File: src/rtl/bram_port_arbiter_pkg.sv
// Shared definitions for the BRAM port arbiter.
//   RD_LATENCY  : cycles from command acceptance to read data at the requester
//   clog2()     : index width helper for the requester count
//   BPA_*_SLICE : part-select helpers for the flattened per-requester buses
`ifndef BRAM_PORT_ARBITER_PKG_SV
`define BRAM_PORT_ARBITER_PKG_SV

// Requester i's field inside a flattened bus; expects ADDR_BIT / DWIDTH in scope.
`define BPA_ADDR_SLICE(i) ((i) * ADDR_BIT) +: ADDR_BIT
`define BPA_DATA_SLICE(i) ((i) * DWIDTH) +: DWIDTH

package bram_port_arbiter_pkg;

  // One cycle in the command register plus one cycle of registered BRAM read.
  localparam int RD_LATENCY = 2;

  function automatic int clog2(input int value);
    int result;
    result = 0;
    while ((1 << result) < value) result++;
    return result;
  endfunction

endpackage

`endif

File: src/rtl/bram_port_arbiter_rr_grant.sv
// Combinational rotate-priority encoder.
//   req   : request vector, one bit per requester
//   ptr   : index searched first; search continues ptr+1, ... modulo NREQ
//   grant : one-hot winner, or zero when no request is present
//   idx   : binary index of the winner (0 when none)
//   found : some requester won
module bram_port_arbiter_rr_grant #(
  parameter int NREQ  = 4,
  parameter int IDX_W = 2
) (
  input  logic [NREQ-1:0]  req,
  input  logic [IDX_W-1:0] ptr,
  output logic [NREQ-1:0]  grant,
  output logic [IDX_W-1:0] idx,
  output logic             found
);

  always_comb begin
    logic [IDX_W-1:0] j;
    // NOTE: every output gets a default before the search so no path leaves
    // one unassigned; otherwise synthesis infers a latch.
    grant = '0;
    idx   = '0;
    found = 1'b0;
    j     = '0;
    for (int k = 0; k < NREQ; k++) begin
      j = IDX_W'((int'(ptr) + k) % NREQ);
      if (!found && req[j]) begin
        found    = 1'b1;
        grant[j] = 1'b1;
        idx      = j;
      end
    end
  end

endmodule

File: src/rtl/bram_port_arbiter.sv
// Round-robin arbiter sharing one BRAM port among NREQ requesters.
//   clk, rst            : single clock, synchronous active-high reset
//   req_valid/we/lock   : per-requester command valid, write enable, burst lock
//   req_addr/req_wdata  : flattened per-requester address and write data
//   req_ready           : one-hot grant; the command is accepted this cycle
//   rsp_valid/rsp_rdata : one-hot read response, RD_LATENCY cycles after accept
//   bram_en/we/addr/din : registered command onto the BRAM port
//   bram_dout           : BRAM registered read data (1-cycle latency)
//   busy                : a command is pending or still in the pipeline
module bram_port_arbiter
  import bram_port_arbiter_pkg::*;
#(
  parameter int NREQ     = 4,
  parameter int DWIDTH   = 32,
  parameter int ADDR_BIT = 32,
  parameter int IDX_W    = clog2(NREQ)
) (
  input  logic                     clk,
  input  logic                     rst,
  input  logic [NREQ-1:0]          req_valid,
  input  logic [NREQ-1:0]          req_we,
  input  logic [NREQ-1:0]          req_lock,
  input  logic [NREQ*ADDR_BIT-1:0] req_addr,
  input  logic [NREQ*DWIDTH-1:0]   req_wdata,
  output logic [NREQ-1:0]          req_ready,
  output logic [NREQ-1:0]          rsp_valid,
  output logic [DWIDTH-1:0]        rsp_rdata,
  output logic                     bram_en,
  output logic                     bram_we,
  output logic [ADDR_BIT-1:0]      bram_addr,
  output logic [DWIDTH-1:0]        bram_din,
  input  logic [DWIDTH-1:0]        bram_dout,
  output logic                     busy
);

  // Unpack the flattened request buses.
  logic [ADDR_BIT-1:0] addr_arr  [NREQ];
  logic [DWIDTH-1:0]   wdata_arr [NREQ];

  for (genvar g = 0; g < NREQ; g++) begin : g_unpack
    assign addr_arr[g]  = req_addr[`BPA_ADDR_SLICE(g)];
    assign wdata_arr[g] = req_wdata[`BPA_DATA_SLICE(g)];
  end

  // Arbitration state.
  logic [IDX_W-1:0] ptr;
  logic             lock_valid;
  logic [IDX_W-1:0] lock_owner;

  // Pipeline: stage 0 drives the BRAM port, stage RD_LATENCY-1 meets bram_dout.
  logic [RD_LATENCY-1:0] stage_valid;
  logic [RD_LATENCY-1:0] stage_rd;
  logic [IDX_W-1:0]      stage_idx [RD_LATENCY];

  logic [NREQ-1:0]  rr_grant_vec;
  logic [IDX_W-1:0] rr_idx;
  logic             rr_found;

  bram_port_arbiter_rr_grant #(
    .NREQ  (NREQ),
    .IDX_W (IDX_W)
  ) u_rr_grant (
    .req   (req_valid),
    .ptr   (ptr),
    .grant (rr_grant_vec),
    .idx   (rr_idx),
    .found (rr_found)
  );

  // A lock only holds while its owner keeps valid high; once valid drops the
  // round-robin result takes over in the same cycle.
  logic             lock_hit;
  logic [NREQ-1:0]  grant_vec;
  logic [IDX_W-1:0] grant_idx;
  logic             accept;

  assign lock_hit = lock_valid & req_valid[lock_owner];

  always_comb begin
    grant_vec = '0;
    grant_idx = rr_idx;
    accept    = 1'b0;
    if (!rst) begin
      if (lock_hit) begin
        grant_vec[lock_owner] = 1'b1;
        grant_idx             = lock_owner;
        accept                = 1'b1;
      end else if (rr_found) begin
        grant_vec = rr_grant_vec;
        accept    = 1'b1;
      end
    end
  end

  assign req_ready = grant_vec;

  logic [IDX_W-1:0] ptr_next;
  assign ptr_next = (grant_idx == IDX_W'(NREQ - 1)) ? '0 : grant_idx + 1'b1;

  // NOTE: state registers use non-blocking assignments so every flop samples
  // the pre-edge values regardless of statement order.
  always_ff @(posedge clk) begin
    if (rst) begin
      ptr         <= '0;
      lock_valid  <= 1'b0;
      lock_owner  <= '0;
      stage_valid <= '0;
      stage_rd    <= '0;
      bram_we     <= 1'b0;
      bram_addr   <= '0;
      bram_din    <= '0;
    end else begin
      // Without an accept no requester is valid, so any lock is released.
      lock_valid  <= accept & req_lock[grant_idx];
      bram_we     <= accept & req_we[grant_idx];
      stage_valid <= {stage_valid[RD_LATENCY-2:0], accept};
      stage_rd    <= {stage_rd[RD_LATENCY-2:0], accept & ~req_we[grant_idx]};
      if (accept) begin
        ptr        <= ptr_next;
        lock_owner <= grant_idx;
        bram_addr  <= addr_arr[grant_idx];
        bram_din   <= wdata_arr[grant_idx];
      end
    end
  end

  // NOTE: stage_idx is only meaningful when its stage_valid bit is set, so it
  // carries no reset and stays a plain data register.
  always_ff @(posedge clk) begin
    stage_idx[0] <= grant_idx;
    for (int k = 1; k < RD_LATENCY; k++) stage_idx[k] <= stage_idx[k-1];
  end

  assign bram_en = stage_valid[0];

  always_comb begin
    rsp_valid = '0;
    if (stage_valid[RD_LATENCY-1] && stage_rd[RD_LATENCY-1])
      rsp_valid[stage_idx[RD_LATENCY-1]] = 1'b1;
  end

  // BRAM output is already registered; pass it straight through.
  assign rsp_rdata = bram_dout;

  assign busy = (|req_valid) | (|stage_valid);

endmodule

File: config.mk
export PLATFORM = sky130hd
export DESIGN_NAME = bram_port_arbiter
export DESIGN_NICKNAME = d
export VERILOG_FILES = /design/src/rtl/bram_port_arbiter_pkg.sv /design/src/rtl/bram_port_arbiter_rr_grant.sv /design/src/rtl/bram_port_arbiter.sv
export SDC_FILE = /design/constraint.sdc
export NUM_CORES = 1
export LEC_CHECK = 0
export CAP_MARGIN = 20
export CORE_AREA = 3 3 156 158
export CTS_CLUSTER_DIAMETER = 50
export DETAILED_ROUTE_END_ITERATION = 7
export DIE_AREA = 0 0 159 161
export GPL_ROUTABILITY_DRIVEN = 0
export HOLD_SLACK_MARGIN = 0.12
export PLACE_DENSITY = 0.57
export REMOVE_ABC_BUFFERS = 1
export SLEW_MARGIN = 20
export SYNTH_ARGS = -nofsm -noshare
export SYNTH_HDL_FRONTEND = slang
export SYNTH_SLANG_ARGS = --single-unit
export TNS_END_PERCENT = 100
File: constraint.sdc
create_clock -name clk -period 4 [get_ports clk]
set_input_delay 0.6 -clock clk [delete_from_list [all_inputs] [get_ports clk]]
set_output_delay 0.6 -clock clk [all_outputs]
set_load 0.01 [all_outputs]
Yosys cells after proc, flatten, opt, wreduce, memory -nomap -nowiden --
Memory sizes are Yosys's and may differ from the RTL's. Cells that the tools add are included.
Word-level totals: flip-flop bits (word level) 74, bits in latches 0, memory bits (writable) 4, bits in read-only memories 0, input port bits 302, word-level logic and storage cells 107, memories kept 1
Operators by class: add/sub/neg operators 4, $mul 0, div/mod/pow operators 0, order comparisons 14, equality and inequality tests 1, shift-type cells 0, multiplexer cells 54, bitwise gates (word level) 10, reduce and logical (&&, ||, !) cells 15
Memories:
- stage_idx | words 2, bits a word 2, read ports 2, clocked after memory_dff 0, wr ports 2, line bram_port_arbiter.sv:53 | logic [IDX_W-1:0] stage_idx [RD_LATENCY];
Operators by type and width (number):
- 32-bit binary-select mux with 2-bit select | 2
- 32-bit 2-to-1 mux | 4
- 4-bit 2-to-1 mux | 8
- 2-bit by 3-bit less-than comparator with 1-bit output (second input constant) | 7
- 1-bit 2-to-1 mux | 20
- 1-bit binary-select mux with 2-bit select | 7
- 2-bit 2-to-1 mux | 7
- 1-bit demux with 2-bit select | 6
- 2-bit by 1-bit >= comparator with 1-bit output (second input constant) | 6
- 4-bit OR | 3
- 1-bit logical AND | 10
- 2-bit by 1-bit adder with 2-bit output (second input constant) | 2
- 2-bit adder (second input constant) | 2
- 1-bit AND | 4
- 4-bit OR reduction | 1
- 3-bit >= comparator (second input constant) | 1
- 1-bit zero test | 3
- 2-bit inverter with 3-bit output | 1
- 2-bit == test (second input constant) | 1
- 2-bit OR reduction | 1
- 1-bit inverter | 1
- 1-bit OR | 1

Longest topological paths before layout --
Gate-level depths: netlist of run 1.
depth in word-level cells 18, depth in mapped cells 12, depth with buffers taken out 9

Hierarchy --
Synthesis of run 1 repeated with hierarchy kept, for this count alone.
Second synthesis, totals: cells, all modules 530, area, all modules 5023.6 µm²
Modules (own cells, without submodules):
- bram_port_arbiter | times used 1, cells each 485, area an instance 4604.4 µm², sequential area each 1561.5 µm²
- bram_port_arbiter_rr_grant | times used 1, cells each 45, area an instance 419.2 µm², sequential area each 0.0 µm²

Worst setup path after synthesis of run 1 --
Ideal clock, no wire load.
kind reg-to-output, start register ptr[0], end output port req_ready[1], arrival time 2.575 ns, required time 3.400 ns, path slack 0.825 ns, stages on the path, launching flop included 11, path buffers 1, cell sequence dfxtp_1 > buf_2 > inv_1 > ha_1 > or3b_4 > a2111oi_4 > or2_2 > a22oi_1 > o21ai_0 > nand2_1 > a21oi_1
Between the ends: longest elaborated chain between the ends 15
Ends and longest elaborated chain:
- start: declaration | line bram_port_arbiter.sv:46 | logic [IDX_W-1:0] ptr;
- start signal: assignment | line bram_port_arbiter.sv:119 | ptr <= ptr_next;
- branches (longest 12 deep; another with 2-bit by 3-bit less-than comparator with 1-bit output)
- 4-bit 2-to-1 mux (*) | line bram_port_arbiter.sv:88 | end else if (rr_found) begin
- 4-bit 2-to-1 mux (*) | line bram_port_arbiter.sv:84 | if (lock_hit) begin
- 4-bit 2-to-1 mux (*) | line bram_port_arbiter.sv:83 | if (!rst) begin
- end: declaration | line bram_port_arbiter.sv:25 | output logic [NREQ-1:0] req_ready,
Mark *: on every way between the ends. The select of a mux whose other input is x is not followed.

Worst setup path in the final report of run 1 --
start input port req_valid[3], end output port req_ready[1]
Between the ends: longest elaborated chain between the ends 15
Ends and longest elaborated chain:
- start: declaration | line bram_port_arbiter.sv:20 | input logic [NREQ-1:0] req_valid,
- 1-bit binary-select mux with 2-bit select | line bram_port_arbiter_rr_grant.sv:28 | if (!found && req[j]) begin
- 1-bit 2-to-1 mux (not written as such) | line bram_port_arbiter_rr_grant.sv:28
- 1-bit 2-to-1 mux | line bram_port_arbiter_rr_grant.sv:28
- 1-bit zero test | line bram_port_arbiter_rr_grant.sv:28
- 1-bit logical AND | line bram_port_arbiter_rr_grant.sv:28
- 1-bit 2-to-1 mux | line bram_port_arbiter_rr_grant.sv:28
- 1-bit zero test | line bram_port_arbiter_rr_grant.sv:28
- 1-bit logical AND | line bram_port_arbiter_rr_grant.sv:28
- 1-bit 2-to-1 mux | line bram_port_arbiter_rr_grant.sv:28
- 1-bit zero test | line bram_port_arbiter_rr_grant.sv:28
- 1-bit logical AND | line bram_port_arbiter_rr_grant.sv:28
- 4-bit 2-to-1 mux or 1-bit 2-to-1 mux (tied branches) | line bram_port_arbiter_rr_grant.sv:28
- 4-bit 2-to-1 mux | line bram_port_arbiter.sv:88
- 4-bit 2-to-1 mux (*) | line bram_port_arbiter.sv:84
- 4-bit 2-to-1 mux (*) | line bram_port_arbiter.sv:83
Mark *: on every way between the ends. The rest lies on a longest branch, timed or not. The select of a mux whose other input is x is not followed.

==> summary.md, run 1 <==
| Metric | Value |
|---|---|
| Status | completed |
| Min-delay worst type | register to register |
| Flop pwr share | between 20% and 30% |
| Cts hold-fix bufs | 0 |
| Die extent in y | 161 um |
| Drt pass-1 iters | 7 |
| Die ar. | roughly 26000 sq um |
| Avg Cell Area, Syn | roughly 10 sq um |
| Most frequent cells in the layout | 344 x clkdlybuf4s50_1, 102 x mux2i_1, 78 x dfxtp_1, 44 x nand2_1, 34 x a32oi_1 |
| CTS sink cnt | 78 |
| Pwr Total | roughly 5.8 mW |
| Arrival time worst endpoint | ~3200 ps |
| Fillers | approximately 2400 |
| Number of flops mapped to enable cells by yosys | 0 |
| P_sw | between 2 and 2.5 mW |
| Final setup viols | 0 |
| Via Count | about 5300 |
| Leading cell type in the layout, fill and taps excluded | clkdlybuf4s50_1 |
| Slew @ Worst Pin | ~1100 ps |
| Final Slew Violations | 0 |
| Fmax | around 260 MHz |
| Port Buffers | 344 |
| R2R Path End | bram_din[28] |
| Register clock-pin slew on the reported worst setup and hold paths | ~60 ps |
| Clock Power Share | roughly 17% |
| Clk_lat worst skew | ~340 ps |
| Ports | slightly above 400 |
| Total negative slack | 0 ps |
| Detailed-route wire length | ~22000 um |
| Worst IR Drop VDD | between 0.0003 and 0.0004 V |
| Hold Path Stages | 0 |
| Final period util | between 90% and 100% |
| First-pass GRT wire length | about 32000 um |
| CTS root buf | clkbuf_16 |
| Vias in the first global route | about 5400 |
| Ant diodes | 0 |
| Hold_sp | stage_idx[0][1] |
| Clock Skew | 11.0 ps |
| Critical-path maximum fanout | 11 |
| Rel. slew slack | between 20% and 30% |
| Worst reg-to-reg setup slack | approximately 790 ps |
| Drt wl/cell | between 15 and 20 um |
| Critical Path RT | between 3000 and 4000 ps |
| Number of synthesized register bits | slightly below 80 |
| Vias per Instance | between 4 and 5 |
| Switching Share | between 30% and 40% |
| Min cycle time layout | ~3800 ps |
| Synthesized cell area | 5160 sq um |
| P&R area growth vs syn | 75.6% |
| Type of the worst setup path | input pin to primary output |
| Comb power frac | between 60% and 70% |
| Proportion of layout cells with a drive suffix above 1 | between 10% and 20% |
| Initial core utilization | ~22% |
| TritonCTS clock tree | done |
| Core area | 23300 sq um |
| Fin. Hold Viols | 0 |
| Initial antenna violation count | 0 |
| RSZ-0062 raised after global routing | false |
| Reg2reg start | ptr[0] |
| # rows | 56 |
| Nets@finish | ~1100 |
| Placed Cells | between 1000 and 1500 |
| Endpoint, Worst Hold | stage_idx[0][3] |
| Antenna-violating nets left | 0 |
| Max-Cap Viols | 0 |
| DR iter-0 viols | 181 |
| Fin cells | roughly 1100 |
| Drt drc | 0 |
| Max Root-Sink Buffers | 2 |
| Hpwl dp | approximately 16000 um |
| Leak | ~3.6 nW |
| CTS buffer count | 9 |
| Seq/Total Area, Yosys | a little under a third |
| Setup Fix Bufs, Post-CTS | 0 |
| Reg2reg path depth | 11 |
| GRT Overall Usage | 16.1% |
| Mapped Cells | approximately 530 |
| Core Util, Final | between 30% and 40% |
| Die W | about 160 um |
| Asr flop ratio synth | 0% |
| H-tree levels | 3 |
| YS warnings | 0 |
| Worst Setup End Kind | primary output |
| Pwr/cell area | around 640 nW/um^2 |
| Dominant synthesized flop cell | dfxtp_1 |
| Largest net degree at the start of global routing | between 60 and 70 |
| Distinct cells, synth | 45 |
| Grt total ovfl | 0 |
| Internal power | around 3.5 mW |
| CTS resizes | 0 |
| Critical path launch point type | input pin |
-- worst max-delay path by stage --
stage / from / to / slack [ps] / cells after the start
finish: req_valid[3] / req_ready[1] / 230 / 9
floorplan: ptr[0] / bram_addr[0] / -10150 / 8
CTS: ptr[0] / req_ready[2] / 210 / 10
global route: ptr[0] / req_ready[3] / 2 / 10
global placement: req_valid[2] / req_ready[3] / 250 / 9
detailed placement: req_valid[2] / req_ready[1] / 230 / 9
-- stage by stage --
stage	hold slack [ps]	setup WS (ps)	instance area (sq um)
6_report	324	226	9070
5_1_grt	331	2.28	9070
4_1_cts	327	206	9070
3_5_place_dp	313	234	8720
3_3_place_gp	311	254	8720
2_1_floorplan	310	-10150	4590
-- cells by family after synthesis --
| kind of cell | share of synthesized area (%) |
|---|---|
| AOI/OAI and AO/OA | 25.8 |
| muxes | 22.2 |
| and+or+nand+nor | 8.07 |
| buffers and inverters | 11.5 |
| DFF | 30.2 |
| adders and majority gates | 1.94 |
| xor gates and xnor gates | 0.170 |
-- critical path, cell delays in order --
cell             delay [ps]
clkdlybuf4s50_1         610
mux4_2                  630
inv_1                   110
and2_1                  200
a22oi_1                  90
o21ai_0                 160
nand2_1                  70
a21oi_1                 140
clkdlybuf4s50_1         550
-- cell type report --
class	count	area (sq um)	share of cell area [%]
clock buffers	10	229	2.53
clock inverters	6	119	1.31
inverters	7	26.3	0.290
multi-input cells	364	3050	33.7
flip-flops and latches	78	1560	17.2
well taps	319	399	4.40
repair buffers	362	3680	40.6
-- layer usage --
layer	vias to the layer above	global-route usage (%)	wire length (um)
li1	2552	-	-
met1	2438	19.3	8800
met2	285	26.3	10100
met3	15	7.18	2310
met4	0	3.82	260
met5	-	0.568	0
-- synth_stat cells (2+ instances only) --
| cell type | instances | area [sq um] |
|---|---|---|
| a21o_1 | 30 | 225 |
| a21oi_1 | 8 | 40.0 |
| a22oi_1 | 8 | 60.1 |
| a32oi_1 | 34 | 298 |
| and2_1 | 2 | 12.5 |
| buf_12 | 4 | 80.1 |
| buf_2 | 18 | 90.1 |
| buf_4 | 34 | 255 |
| buf_6 | 6 | 67.6 |
| clkbuf_1 | 16 | 60.1 |
| dfxtp_1 | 78 | 1560 |
| ha_1 | 8 | 100 |
| inv_1 | 7 | 26.3 |
| mux2_2 | 4 | 45.0 |
| mux2i_1 | 102 | 1020 |
| mux4_2 | 3 | 67.6 |
| nand2_1 | 44 | 165 |
| nand3_1 | 4 | 20.0 |
| nand3b_1 | 7 | 52.6 |
| nor2_1 | 14 | 52.6 |
| nor2b_1 | 2 | 12.5 |
| nor3_1 | 2 | 10.0 |
| nor3b_1 | 2 | 15.0 |
| o211ai_1 | 4 | 30.0 |
| o211ai_2 | 31 | 388 |
| o21ai_0 | 4 | 20.0 |
| o22ai_1 | 32 | 200 |
| or2_2 | 2 | 12.5 |
| or3_1 | 2 | 12.5 |
-- registers in the layout, indices dropped and copies added, names as in the netlist --
signal and count:
bram_din 32, lock_owner 2, bram_addr 32, lock_valid 1, ptr 2, stage_valid 2
stage_rd 2, stage_idx 4, bram_we 1
-- power by group through the flow --
stage	registers, mW	clock network (mW)	logic, mW
floorplan	1.51	0	1.58
global placement	1.27	0	3.59
detailed placement	1.27	0	3.59
CTS	1.26	1.02	3.60
global route	1.30	1.04	3.82
finish	1.26	0.975	3.55
Power figures use the tool's default switching activity.
==> run 2, diff against run 1 <==
==> constraint.sdc (replaced) <==
create_clock -name clk -period 4 [get_ports clk]
set_input_delay 1.2 -clock clk [delete_from_list [all_inputs] [get_ports clk]]
set_output_delay 1.2 -clock clk [all_outputs]
set_load 0.01 [all_outputs]
==> run 2 against run 1 <==
  * The flow now finishes with violations (negative setup slack)
  * Global-route usage increased by 0.89 points
  * Sequential share of layout area is 0.96 points lower
  * Via count increased by 3.8%
  * Sequential power about the same
  * Wire length up 5.0%
  * Worst hold slack improved by 4.5 ps
  * Power up 8.2%
  * Utilization is 2.3 points higher
  * Critical path type unchanged
==> summary.md, run 2 (synthesized netlist as in run 1, its figures left out) <==
| Metric | Value |
|---|---|
| Min-delay worst type | register to register |
| Die ar. | 25600 sq um (unchanged) |
| Hold slack | 329 ps (+4.50 ps) |
| TritonCTS clock tree | done |
| Worst IR Drop VDD | 0.000256 V (-24%) |
| Final period util | 102% (+7.8 points) |
| Leading cell type in the layout, fill and taps excluded | clkdlybuf4s50_1 |
| Die extent in y | 161 um (unchanged) |
| Clk_lat worst skew | 330 ps (about the same) |
| Largest regs | bram_addr: 32 flops, bram_din: 32 flops, stage_idx: 4 flops |
| Hpwl dp | 17500 um (+9.2%) |
| Violated checks | negative setup slack |
| Reg2reg path depth | 14 (+3) |
| Nets@finish | 1193 (+5.4%) |
| Initial core utilization | 22.2% (unchanged) |
| Critical Path RT | 2800 ps (-600 ps) |
| Drt pass-1 iters | 4 (-3) |
| Core area | 23300 sq um (unchanged) |
| Worst Setup End Kind | primary output |
| Critical-path maximum fanout | 3 (-8) |
| Min cycle time layout | 4090 ps (+313 ps) |
| Grt total ovfl | 0 (unchanged) |
| Hold Path Stages | 0 (unchanged) |
| Reg2reg start | ptr[1] |
| Drt wl/cell | 18.7 um (-0.26%) |
| # rows | 56 (unchanged) |
| Max Root-Sink Buffers | 2 (unchanged) |
| Rel. slew slack | 57.8% (+29 points) |
| P&R area growth vs syn | 86.0% |
| Die W | 159 um (unchanged) |
| Leak | 3.89 nW (+9.3%) |
| Fin. Hold Viols | 0 (unchanged) |
| Vias in the first global route | 5637 (+3.8%) |
| Fmax | 245 MHz (-7.7%) |
| Type of the worst setup path | input pin to primary output |
| Detailed-route wire length | 22600 um (+5.0%) |
| Critical path launch point | req_valid[0] |
| Clock Skew | 6.66 ps (-4.33 ps) |
| Slew @ Worst Pin | 631 ps (-440 ps) |
| Drt drc | 0 (unchanged) |
| H-tree levels | 3 (unchanged) |
| Most frequent cells in the layout | 336 x clkdlybuf4s50_1, 102 x mux2i_1, 78 x dfxtp_1, 63 x buf_4, 44 x nand2_1 |
| Final setup viols | 3 (+3) |
| Worst setup margin | -87.2 ps (-313 ps) |
| Via Count | 5491 (+3.8%) |
| Max-Cap Viols | 0 (unchanged) |
| Proportion of layout cells with a drive suffix above 1 | 17.8% (+7.8 points) |
| Arrival time worst endpoint | 2890 ps (-280 ps) |
| Largest net degree at the start of global routing | 35 (-46%) |
| Critical path launch point type | input pin |
| CTS sink cnt | 78 (unchanged) |
| CTS root buf | clkbuf_16 |
| CTS buffer count | 9 (unchanged) |
| Port Buffers | 344 (unchanged) |
| GRT Overall Usage | 16.9% (+0.89 points) |
| Sequential cell area | 1560 sq um (unchanged) |
| DR iter-0 viols | 238 (+31%) |
| Antenna-violating nets left | 0 (unchanged) |
| Initial antenna violation count | 0 (unchanged) |
| Ports | 409 (unchanged) |
| Final Slew Violations | 0 (unchanged) |
| Ant diodes | 0 (unchanged) |
| Hold_sp | stage_idx[0][0] |
| Cts hold-fix bufs | 0 (unchanged) |
| Status | complete, but fails checks |
| Multi-input logic area | 3090 sq um (+1.1%) |
| Register clock-pin slew on the reported worst setup and hold paths | 60 ps (about the same) |
| Final instance area | 9600 sq um (+5.9%) |
| First-pass GRT wire length | 33900 um (+5.0%) |
| Fillers | 2365 (+0.30%) |
| Area post-placement | 9160 sq um (+5.1%) |
| RSZ-0062 raised after global routing | true |
| Pwr/cell area | 652 nW/um^2 (+2.2%) |
| Vias per Instance | 4.55 (-1.4%) |
## run 2: metrics by stage
stage	TNS (ps)	utilization (%)	power, mW	cells	setup WS (ps)
2_1_floorplan	-642440	-	3.09	449	-10210
3_3_place_gp	-3860	39.4	5.30	1182	-751
3_5_place_dp	-4100	39.4	5.29	1182	-787
4_1_cts	0	41.1	6.33	1204	0.140
5_1_grt	-388	41.3	6.68	1207	-163
6_report	-102	41.3	6.26	1207	-87.2
## run 2: where the power goes
group / internal, mW / total [mW] / switching (mW) / leakage (nW)
clock: 0.614 / 0.964 / 0.351 / 0.160
sequential: 1.09 / 1.26 / 0.167 / 0.649
combinational: 2.19 / 4.04 / 1.85 / 3.08
total: 3.89 / 6.26 / 2.37 / 3.89
## run 2: cell type report
class                      instances  share of cell area, %
timing repair buffer             423                   43.6
multi-input combinational        364                   32.2
sequential                        78                   16.3
tap                              319                   4.16
clock buffer                      11                   2.42
clock inverter                     5                   1.11
inverter                           7                  0.274
## run 2: worst max-delay path: stages
cell       delay (ps)
buf_8              90
or3b_4            370
a2111oi_4         370
or2_4             200
buf_6             100
a22oi_2            50
o21ai_1            80
nand2_1            90
a21oi_2           180
buf_2             160
## run 2: final timing paths
check / to / slack, ps
min reg2reg: stage_idx[0][2] / 330
min: stage_idx[0][2] / 330
max: req_ready[1] / -90
max reg2reg: bram_addr[19] / 780
## run 2: repair_timing
| action | 4_1_cts | 5_1_grt |
|---|---|---|
| setup endpoints to repair | 5 | 4 |
| buffers inserted | 6 | 3 |
| gates resized for setup | 42 | 7 |
| endpoints found under the hold margin | 0 | 0 |
| pin swaps | 10 | 7 |
## run 2: routing by layer
layer / wire length (um) / global-route usage (%) / vias up
li1: - / - / 2679
met1: 9280 / 20.3 / 2513
met2: 10700 / 28.4 / 284
met3: 2320 / 6.75 / 15
met4: 295 / 4.42 / 0
met5: 0 / 0.568 / -
